**src/rtl/mem_port_arbiter.sv**
```systemverilog
// mem_port_arbiter
//   Shares one single-port, fixed-latency memory between the instruction-fetch
//   (IF) and data-access (MEM) stages. One transaction is in flight at a time:
//   IDLE picks a winner (data beats fetch), WAIT counts down the memory latency
//   and then returns the read data to the owner. A pipeline flush squashes an
//   outstanding fetch so that its data never reaches the fetch stage.
//   Optional feature macro: ARB_STARVE_GUARD_EN. When it is defined, a starvation
//   counter forces a fetch grant after STARVE_MAX data grants have bypassed a
//   waiting fetch. When it is undefined, data has strict priority.
module mem_port_arbiter #(
  parameter int AW         = 32,
  parameter int DW         = 32,
  parameter int MEM_LAT    = 2,
  parameter int STARVE_MAX = 4
) (
  input  logic          clk,
  input  logic          rst_n,
  input  logic          flush,
  input  logic          if_req,
  input  logic [AW-1:0] if_addr,
  output logic          if_gnt,
  output logic          if_rvalid,
  output logic [DW-1:0] if_rdata,
  input  logic          d_req,
  input  logic          d_we,
  input  logic [AW-1:0] d_addr,
  input  logic [DW-1:0] d_wdata,
  output logic          d_gnt,
  output logic          d_rvalid,
  output logic [DW-1:0] d_rdata,
  output logic          mem_en,
  output logic          mem_we,
  output logic [AW-1:0] mem_addr,
  output logic [DW-1:0] mem_wdata,
  input  logic [DW-1:0] mem_rdata,
  output logic          busy
);

  // The latency and starvation counters are 4 bits wide, so both limits must fit in 1..15
  if (MEM_LAT < 1 || MEM_LAT > 15 || STARVE_MAX < 1 || STARVE_MAX > 15) begin : g_bad_param
    $error("mem_port_arbiter: MEM_LAT and STARVE_MAX must lie within 1..15");
  end

  typedef enum logic [0:0] {
    ST_IDLE = 1'b0,
    ST_WAIT = 1'b1
  } state_e;

  localparam logic [3:0] LAT_INIT = 4'(MEM_LAT);

  state_e        r_state;
  state_e        w_state_nxt;
  logic [3:0]    r_lat_cnt;
  logic          r_owner_if;
  logic          r_is_store;
  logic          r_squash;

  logic          r_if_gnt;
  logic          r_d_gnt;
  logic          r_mem_en;
  logic          r_mem_we;
  logic [AW-1:0] r_mem_addr;
  logic [DW-1:0] r_mem_wdata;
  logic          r_if_rvalid;
  logic          r_d_rvalid;
  logic [DW-1:0] r_if_rdata;
  logic [DW-1:0] r_d_rdata;
  logic          r_busy;

  logic          w_idle;
  logic          w_wait;
  logic          w_last;
  logic          w_if_elig;
  logic          w_force_if;
  logic          w_grant_d;
  logic          w_grant_if;
  logic          w_issue;
  logic          w_mem_we_nxt;
  logic [AW-1:0] w_mem_addr_nxt;
  logic [DW-1:0] w_mem_wdata_nxt;
  logic          w_if_rvalid_nxt;
  logic          w_d_rvalid_nxt;
  logic          w_busy_nxt;

  assign w_idle    = (r_state == ST_IDLE);
  assign w_wait    = (r_state == ST_WAIT);
  // Final latency cycle: memory data is on mem_rdata and is captured at this edge
  assign w_last    = w_wait && (r_lat_cnt == 4'd1);
  // A flush in the decision cycle makes the fetch ineligible for that cycle only
  assign w_if_elig = if_req && !flush;

`ifdef ARB_STARVE_GUARD_EN
  localparam logic [3:0] STARVE_LIM = 4'(STARVE_MAX);
  logic [3:0] r_starve_cnt;

  assign w_force_if = w_if_elig && (r_starve_cnt == STARVE_LIM);

  // Count data grants that bypassed an eligible fetch; clear once IF is served or stops asking
  always_ff @(posedge clk or negedge rst_n) begin
    if (!rst_n) begin
      r_starve_cnt <= 4'd0;
    end else if (w_grant_if) begin
      r_starve_cnt <= 4'd0;
    end else if (w_grant_d && w_if_elig && (r_starve_cnt != 4'hF)) begin
      r_starve_cnt <= r_starve_cnt + 4'd1;
    end else if (w_idle && !if_req) begin
      r_starve_cnt <= 4'd0;
    end else begin
      r_starve_cnt <= r_starve_cnt;
    end
  end
`else
  assign w_force_if = 1'b0;
`endif

  // Data holds the older instruction, so it wins unless the starvation guard forces IF
  assign w_grant_d  = w_idle && d_req && !w_force_if;
  assign w_grant_if = w_idle && w_if_elig && !w_grant_d;
  assign w_issue    = w_grant_d || w_grant_if;

  // FSM state register
  always_ff @(posedge clk or negedge rst_n) begin
    if (!rst_n) begin
      r_state <= ST_IDLE;
    end else begin
      r_state <= w_state_nxt;
    end
  end

  // FSM next-state: issue moves to WAIT, the last latency cycle returns to IDLE
  always_comb begin
    w_state_nxt = r_state;
    case (r_state)
      ST_IDLE: begin
        if (w_issue) begin
          w_state_nxt = ST_WAIT;
        end else begin
          w_state_nxt = ST_IDLE;
        end
      end
      ST_WAIT: begin
        if (w_last) begin
          w_state_nxt = ST_IDLE;
        end else begin
          w_state_nxt = ST_WAIT;
        end
      end
      default: w_state_nxt = ST_IDLE;
    endcase
  end

  // FSM outputs: next values of the registered memory-side and response strobes
  always_comb begin
    w_mem_addr_nxt  = r_mem_addr;
    w_mem_wdata_nxt = r_mem_wdata;
    w_mem_we_nxt    = 1'b0;
    if (w_grant_d) begin
      w_mem_addr_nxt  = d_addr;
      w_mem_wdata_nxt = d_we ? d_wdata : {DW{1'b0}};
      w_mem_we_nxt    = d_we;
    end else if (w_grant_if) begin
      w_mem_addr_nxt  = if_addr;
      w_mem_wdata_nxt = {DW{1'b0}};
      w_mem_we_nxt    = 1'b0;
    end else begin
      w_mem_addr_nxt  = r_mem_addr;
      w_mem_wdata_nxt = r_mem_wdata;
      w_mem_we_nxt    = 1'b0;
    end
    // A flush seen during the final latency cycle squashes the fetch as well
    w_if_rvalid_nxt = w_last && r_owner_if && !(r_squash || flush);
    w_d_rvalid_nxt  = w_last && !r_owner_if;
    w_busy_nxt      = w_issue || w_wait;
  end

  // Registered outputs: grant/issue pulses, memory command, response pulses, busy
  always_ff @(posedge clk or negedge rst_n) begin
    if (!rst_n) begin
      r_if_gnt    <= 1'b0;
      r_d_gnt     <= 1'b0;
      r_mem_en    <= 1'b0;
      r_mem_we    <= 1'b0;
      r_mem_addr  <= {AW{1'b0}};
      r_mem_wdata <= {DW{1'b0}};
      r_if_rvalid <= 1'b0;
      r_d_rvalid  <= 1'b0;
      r_busy      <= 1'b0;
    end else begin
      r_if_gnt    <= w_grant_if;
      r_d_gnt     <= w_grant_d;
      r_mem_en    <= w_issue;
      r_mem_we    <= w_mem_we_nxt;
      r_mem_addr  <= w_mem_addr_nxt;
      r_mem_wdata <= w_mem_wdata_nxt;
      r_if_rvalid <= w_if_rvalid_nxt;
      r_d_rvalid  <= w_d_rvalid_nxt;
      r_busy      <= w_busy_nxt;
    end
  end

  // Transaction bookkeeping: latency countdown, owner, store flag and fetch squash
  always_ff @(posedge clk or negedge rst_n) begin
    if (!rst_n) begin
      r_lat_cnt  <= 4'd0;
      r_owner_if <= 1'b0;
      r_is_store <= 1'b0;
      r_squash   <= 1'b0;
    end else if (w_issue) begin
      r_lat_cnt  <= LAT_INIT;
      r_owner_if <= w_grant_if;
      r_is_store <= w_grant_d && d_we;
      r_squash   <= 1'b0;
    end else if (w_wait) begin
      r_lat_cnt  <= r_lat_cnt - 4'd1;
      r_owner_if <= r_owner_if;
      r_is_store <= r_is_store;
      r_squash   <= r_squash || (r_owner_if && flush);
    end else begin
      r_lat_cnt  <= r_lat_cnt;
      r_owner_if <= r_owner_if;
      r_is_store <= r_is_store;
      r_squash   <= r_squash;
    end
  end

  // Read-data capture; squashed fetches leave if_rdata untouched, stores return zero
  always_ff @(posedge clk or negedge rst_n) begin
    if (!rst_n) begin
      r_if_rdata <= {DW{1'b0}};
      r_d_rdata  <= {DW{1'b0}};
    end else begin
      if (w_if_rvalid_nxt) begin
        r_if_rdata <= mem_rdata;
      end else begin
        r_if_rdata <= r_if_rdata;
      end
      if (w_d_rvalid_nxt) begin
        r_d_rdata <= r_is_store ? {DW{1'b0}} : mem_rdata;
      end else begin
        r_d_rdata <= r_d_rdata;
      end
    end
  end

  assign if_gnt    = r_if_gnt;
  assign d_gnt     = r_d_gnt;
  assign mem_en    = r_mem_en;
  assign mem_we    = r_mem_we;
  assign mem_addr  = r_mem_addr;
  assign mem_wdata = r_mem_wdata;
  // A flush arriving in the response cycle itself still cancels the fetch return
  assign if_rvalid = r_if_rvalid && !flush;
  assign if_rdata  = r_if_rdata;
  assign d_rvalid  = r_d_rvalid;
  assign d_rdata   = r_d_rdata;
  assign busy      = r_busy;

endmodule

```
**config.mk**
```make
export PLATFORM = sky130hd
export DESIGN_NAME = mem_port_arbiter
export DESIGN_NICKNAME = d
export VERILOG_FILES = /design/src/rtl/mem_port_arbiter.sv
export SDC_FILE = /design/constraint.sdc
export NUM_CORES = 1
export LEC_CHECK = 0
export ABC_CLOCK_PERIOD_IN_PS = 3900
export CAP_MARGIN = 20
export CORE_MARGIN = 2
export CORE_UTILIZATION = 40
export CTS_CLUSTER_DIAMETER = 50
export CTS_CLUSTER_SIZE = 20
export DETAILED_ROUTE_END_ITERATION = 10
export DONT_BUFFER_PORTS = 1
export PLACE_DENSITY = 0.57
export SLEW_MARGIN = 20
export SYNTH_ARGS = -nofsm -noshare
export SYNTH_HDL_FRONTEND = slang
export SYNTH_SLANG_ARGS = --single-unit
```
**constraint.sdc**
```tcl
create_clock -name clk -period 3.9 [get_ports clk]
set_input_delay 0 -clock clk [delete_from_list [all_inputs] [get_ports clk]]
set_output_delay 0 -clock clk [all_outputs]
set_load 0.05 [all_outputs]
```
==> results.toml, run 1 <==
[yosys]
synthCells = 439
synth_edf_count = 0
ys_types = 32
yosys.area_share.simple_pct = 2.067
synth_top_area_cell = "dfrtp_1"
synth-async-reset-ratio_pct = 100.0
netlist_top_cells_area = "dfrtp_1 (59%), mux2_4 (7.2%), mux2_1 (6.5%), mux2_2 (6.1%), a22o_1 (4.6%)"
synth-compound-area-share_pct = 12.56
synth_mux_area_share_pct = 19.84
ys_seq_area_share_pct = 59.10
synth-seq-cells = 143
synth_top_family_by_area = "multiplexers"
yosys-top-cells-count = "dfrtp_1 (143), inv_1 (36), mux2_1 (35)"
yosysMostFrequentCell = "dfrtp_1"
syn_area_um2 = 6055
syn_nets = 575
synth-adder-area-share_pct = 0.4133
post_synth.cell_area_avg_um2 = 13.79
yosys_most_used_dff = "dfrtp_1"
synth_top_area_share_pct = 59.10
yosysWarnings = 0
synth_xor_xnor_area_share_pct = 0.2893

[clocking]
clock_path_buffers = 2
htree_levels = 4
cts-root-buf = "clkbuf_16"
hold_buffers = 126
cts_buffers = 17
cts_resized = 0
cts_sinks = 143
cts_setup_buffers = 0

[die]
die_x_um = 127.0
rows = 44
initial_core_util_pct = 41.34
die_y_um = 127.0
io_pins = 269

[placement]
port_buffers = 0
hpwl_um = 8438
gp_congestion = 0.7396

[outcome]
stop_stage = "clock tree synthesis (4_1_cts)"
error_line = "[ERROR RSZ-0060] Max buffer count reached."
outcome = "aborted with a tool error"
[kinds of logic after synthesis]
kind of cell | after synthesis
simple gates | 20
flops | 143
mux | 97
fa+ha+maj | 2
buf+inv | 74
compound gates | 101
xor+xnor | 2
[through the flow]
step,util [%],std cells,cell area (um^2),worst slack (ns)
floorplan,-,439,6055,2.364
detailed placement,41.80,589,6121,1.661
global placement,41.80,589,6121,1.740
==> run 2: changes to the inputs <==
- CORE_UTILIZATION: 40 -> 25
- CTS_CLUSTER_DIAMETER: 50 -> not set
- CTS_CLUSTER_SIZE: 20 -> not set
- PLACE_DENSITY: 0.57 -> not set
- PLACE_DENSITY_LB_ADDON: not set -> 0.15
==> results.toml, run 2 <==
[global_route]
grt_pass1_vias = 4337
grt_max_degree = 144
grt_overflow_total = 0
antenna_found_initial = 0
grt_usage_pct = 12.22
grt_pass1_wl_um = 24600

[setup_path]
cp.required_ns = 4.19
reg2reg_from = "r_state"
reg2regPathDepth = 4
arrival_ns = 3.08
crit_type = "reg -> reg"
cp-startpoint = "r_state"
r2r_setup_slack_ns = 1.11
worstReg2RegEnd = "mem_addr[25]"
cp_max_fo = 35
end_kind = "flip-flop"
critPathLaunchType = "flip-flop"

[worst_hold_path]
hold_start = "if_req"
min_to = "busy"
holdPathStages = 3
hold_class = "in -> reg"

[cells_and_area]
post-route-util_pct = 35.01
diodes = 0
final_cell_mix = "dfrtp_1 (142), dlygate4sd3_1 (134), inv_1 (36)"
syn_to_final_growth_pct = 36.54
fin_area_um2 = 8267
nets = 696
drive_above_1_share_pct = 18.32
instances_no_fill = 892
final_common_cell = "dfrtp_1"

[yosys]
synth_edf_count = 0
synth_top_area_cell = "dfrtp_1"
synthCells = 439
post_synth.cell_area_avg_um2 = 13.79
ys_types = 32
yosys_most_used_dff = "dfrtp_1"
synth-async-reset-ratio_pct = 100.0
ys_seq_area_share_pct = 59.10
syn_nets = 575
synth-seq-cells = 143
yosysWarnings = 0
syn_area_um2 = 6055
yosysMostFrequentCell = "dfrtp_1"
yosys-top-cells-count = "dfrtp_1 (143), inv_1 (36), mux2_1 (35)"
netlist_top_cells_area = "dfrtp_1 (59%), mux2_4 (7.2%), mux2_1 (6.5%), mux2_2 (6.1%), a22o_1 (4.6%)"
synth_top_area_share_pct = 59.10

[pwr]
power.total_mw = 7.191
p_per_area_nw_per_um2 = 869.9
vdd_drop_max_mv = 0.2810
leakage_nw = 3.749

[die]
coreArea_um2 = 23610
die_y_um = 159.6
io_pins = 269
initial_core_util_pct = 25.64
die_x_um = 159.6
rows = 56
die_area_um2 = 25480

[sta]
rsz0062_at_grt = "no"
worstMarginPinSlew_ns = 1.111
finalMaxSlewViolations = 0
hold_violations = 0
final.min_clock_period_ns = 2.790
fin_crit_sh_pct = 71.53
fin_worst_skew_ns = 0.009882
max_freq_mhz = 358.5
finalSetupViolCount = 0
tns_ns = 0
timing.final.ws_setup_ns = 1.110
timing.hold.ws_ns = 0.1929
slew_headroom_pct = 25.78

[placement]
gp_congestion = 0.7174
placed_area_um2 = 6297
hpwl_um = 9756
numPlacedInstances = 725
dpl_worst_slack_ns = 1.610
port_buffers = 0

[drt]
routed_wl_um = 15590
vias = 3974
wl_per_cell_um = 17.47
dr.pass1.iters = 4
route.detailed.drc = 0
ant_nets = 0
avgViaCountPerCell = 4.455
dr.first_iter.drc_count = 189

[outcome]
outcome = "finished, final reports clean"

[clocking]
htree_levels = 4
cts-root-buf = "clkbuf_16"
cts_buffers = 17
cts_tree = "done"
cts_sinks = 143
clkSlewWorstSetupHoldPaths_ns = 0.06
cts_resized = 0
clock_path_buffers = 2
insertion_delay_ns = 0.42

[job]
cap_violations = 0
[run 2: cell counts after synthesis]
Identical to the previous run, type by type.
[run 2: worst max-delay path, stage by stage (launching register included)]
cell and delay, ns:
dfrtp_1 0.54, nor2b_4 0.86, mux2_1 0.41, dlygate4sd3_1 0.57, mux2_2 0.26
[run 2: kinds of logic after synthesis]
logic type               Yosys count  share of synthesized area (%)
AO/OA/AOI/OAI                    101                          12.56
flip-flops                       143                          59.10
buffers and inverters             74                          5.724
XOR/XNOR                           2                         0.2894
multiplexers                      97                          19.84
adder cells (fa/ha/maj)            2                         0.4132
AND/OR/NAND/NOR                   20                          2.067
[run 2: layout make-up]
type	instances	area (um^2)
clock buffer	17	425.4
fill	2298	15350
inverter	38	142.6
tap	319	399.1
timing repair buffer	138	1391
sequential	143	3580
multi-input combinational	222	2153
clock inverter	15	175.2
[run 2: routing by layer]
layer / vias up / track usage [%] / wire, um
met5: - / 0 / 0
met4: 0 / 3.967 / 164
met3: 12 / 4.805 / 1151
met2: 143 / 21.23 / 8015
met1: 1999 / 13.73 / 6254
li1: 1820 / - / -
[run 2: power breakdown]
part           total (mW)  switching, mW  internal [mW]
Sequential           4.17           2.18           1.98
Combinational        1.34          0.623          0.721
Clock                1.68          0.716          0.966
[run 2: repair_timing]
action                    CTS  global route
hold buffers              135             0
hold endpoints to repair  280             0
buffers inserted            0             0
[run 2: worst max-delay path by stage]
stage / to / slack [ns] / cells past startpoint
2_1_floorplan: d_rdata[0] / 2.36 / 6
3_3_place_gp: mem_addr[10] / 1.72 / 4
3_5_place_dp: mem_addr[3] / 1.61 / 4
4_1_cts: mem_addr[25] / 1.12 / 4
5_1_grt: mem_addr[25] / 0.97 / 4
6_report: mem_addr[25] / 1.11 / 4
Note: power is estimated with default switching activity, not from simulation.
==> run 3: changes to the inputs <==
- ABC_CLOCK_PERIOD_IN_PS: 3900 -> 2800
- clock period: 3.9 -> 2.8 ns (I/O delays scaled with it)
==> results.toml, run 3 (synthesis gave the netlist of run 2 again) <==
[cells_and_area]
syn_to_final_growth_pct = 35.28
post-route-util_pct = 34.69
fin_area_um2 = 8190
diodes = 0
drive_above_1_share_pct = 18.25
final_common_cell = "dfrtp_1"
final_cell_mix = "dfrtp_1 (141), dlygate4sd3_1 (132), inv_1 (36)"
nets = 694

[drt]
route.detailed.drc = 0
dr.pass1.iters = 4
dr.first_iter.drc_count = 165
routed_wl_um = 15480
ant_nets = 0
avgViaCountPerCell = 4.468
vias = 3972
wl_per_cell_um = 17.41

[pwr]
vdd_drop_max_mv = 0.4114
p_per_area_nw_per_um2 = 1197
leakage_nw = 3.707

[clocking]
cts_resized = 0
insertion_delay_ns = 0.41
hold_buffers = 132
cts_tree = "done"
clock_path_buffers = 2
clkSlewWorstSetupHoldPaths_ns = 0.06
cts_setup_buffers = 0
cts-root-buf = "clkbuf_16"
htree_levels = 4
cts_sinks = 143
cts_buffers = 17

[die]
die_y_um = 159.6
coreArea_um2 = 23610
io_pins = 269
die_x_um = 159.6
die_area_um2 = 25480
initial_core_util_pct = 25.64
rows = 56

[global_route]
met3_usage_pct = 4.442
antenna_found_initial = 0
grt_max_degree = 144
grt_pass1_vias = 4412
grt_usage_pct = 12.33
grt_overflow_total = 0
globalRouteMet2Util_pct = 20.98
grtUsageMet1_pct = 14.04
grt-busiest-layer = "met2"
grt_pass1_wl_um = 24800

[placement]
gp_congestion = 0.6897
dpl_worst_slack_ns = 0.5873
port_buffers = 0
placed_area_um2 = 6305
hpwl_um = 9629

[sta]
fin_crit_sh_pct = 87.86
fin_worst_skew_ns = 0.009187
timing.hold.ws_ns = -0.7233
max_freq_mhz = 406.5
hold_violations = 143
final.min_clock_period_ns = 2.460
timing.final.ws_setup_ns = 0.3398
worstMarginPinSlew_ns = 1.096
finalSetupViolCount = 0
finalMaxSlewViolations = 0
rsz0062_at_grt = "no"
slew_headroom_pct = 26.81
tns_ns = 0

[setup_path]
arrival_ns = 2.76
cp.required_ns = 3.10
crit_type = "reg -> reg"
cp_max_fo = 35
end_kind = "flip-flop"
critPathLaunchType = "flip-flop"

[worst_hold_path]
hold_class = "in -> async"

[outcome]
violations = "negative hold slack"
outcome = "finished, violations left"

[job]
cap_violations = 0
==> run 3: cell types whose count changed in the layout (fill, tap and decap cells not counted) <==
cell           change
buf_16             -1
buf_4              +1
bufinv_16          -1
clkbuf_1           +1
clkinv_2           -1
clkinv_4           +1
clkinvlp_4         +1
dfrtp_1            -1
dfrtp_2            +1
dlygate4sd3_1      -2
inv_8              -2
==> run 3: worst max-delay path: stages (launching register included) <==
cell	delay, ns
dfrtp_1	0.55
nor2b_4	0.16
buf_4	0.39
mux2_1	0.38
dlygate4sd3_1	0.56
mux2_2	0.26
==> run 3: per-stage QoR <==
step	instances	power [mW]
detailed placement	726	7.483
global route	889	10.29
CTS	889	9.950
finish	889	9.804
floorplan	439	6.985
global placement	726	7.416
==> run 3: metal layers <==
metal	wire length, um	share of wire [%]
met1	6069	39
met2	7877	51
met3	1177	7.6
met5	0	0
met4	356	2.3
==> run 3: worst paths after layout <==
check	endpoint	depth (start not counted)	slack, ns	from
worst max register to register	mem_addr[29]	5	0.34	r_state
min in group clk	mem_we	2	0.04	d_we
worst min register to register	r_squash	2	0.52	r_squash
max in group asynchronous	mem_addr[30]	0	3.28	rst_n
worst max-delay path	mem_addr[29]	5	0.34	r_state
worst min-delay path	mem_wdata[27]	0	-0.72	rst_n
==> run 3: layout make-up <==
type                    count  area [um^2]
fillers                  2338        15420
clock buffers              18        429.2
well taps                 319        399.1
multi-input cells         222         2153
repair buffers            136         1351
flip-flops and latches    143         3581
clock inverters            13        133.9
inverters                  38        142.6
==> run 3: report_power, final <==
part | switching, mW | internal, mW
clock network | 0.952 | 1.24
registers | 3.10 | 2.76
logic | 0.753 | 0.999
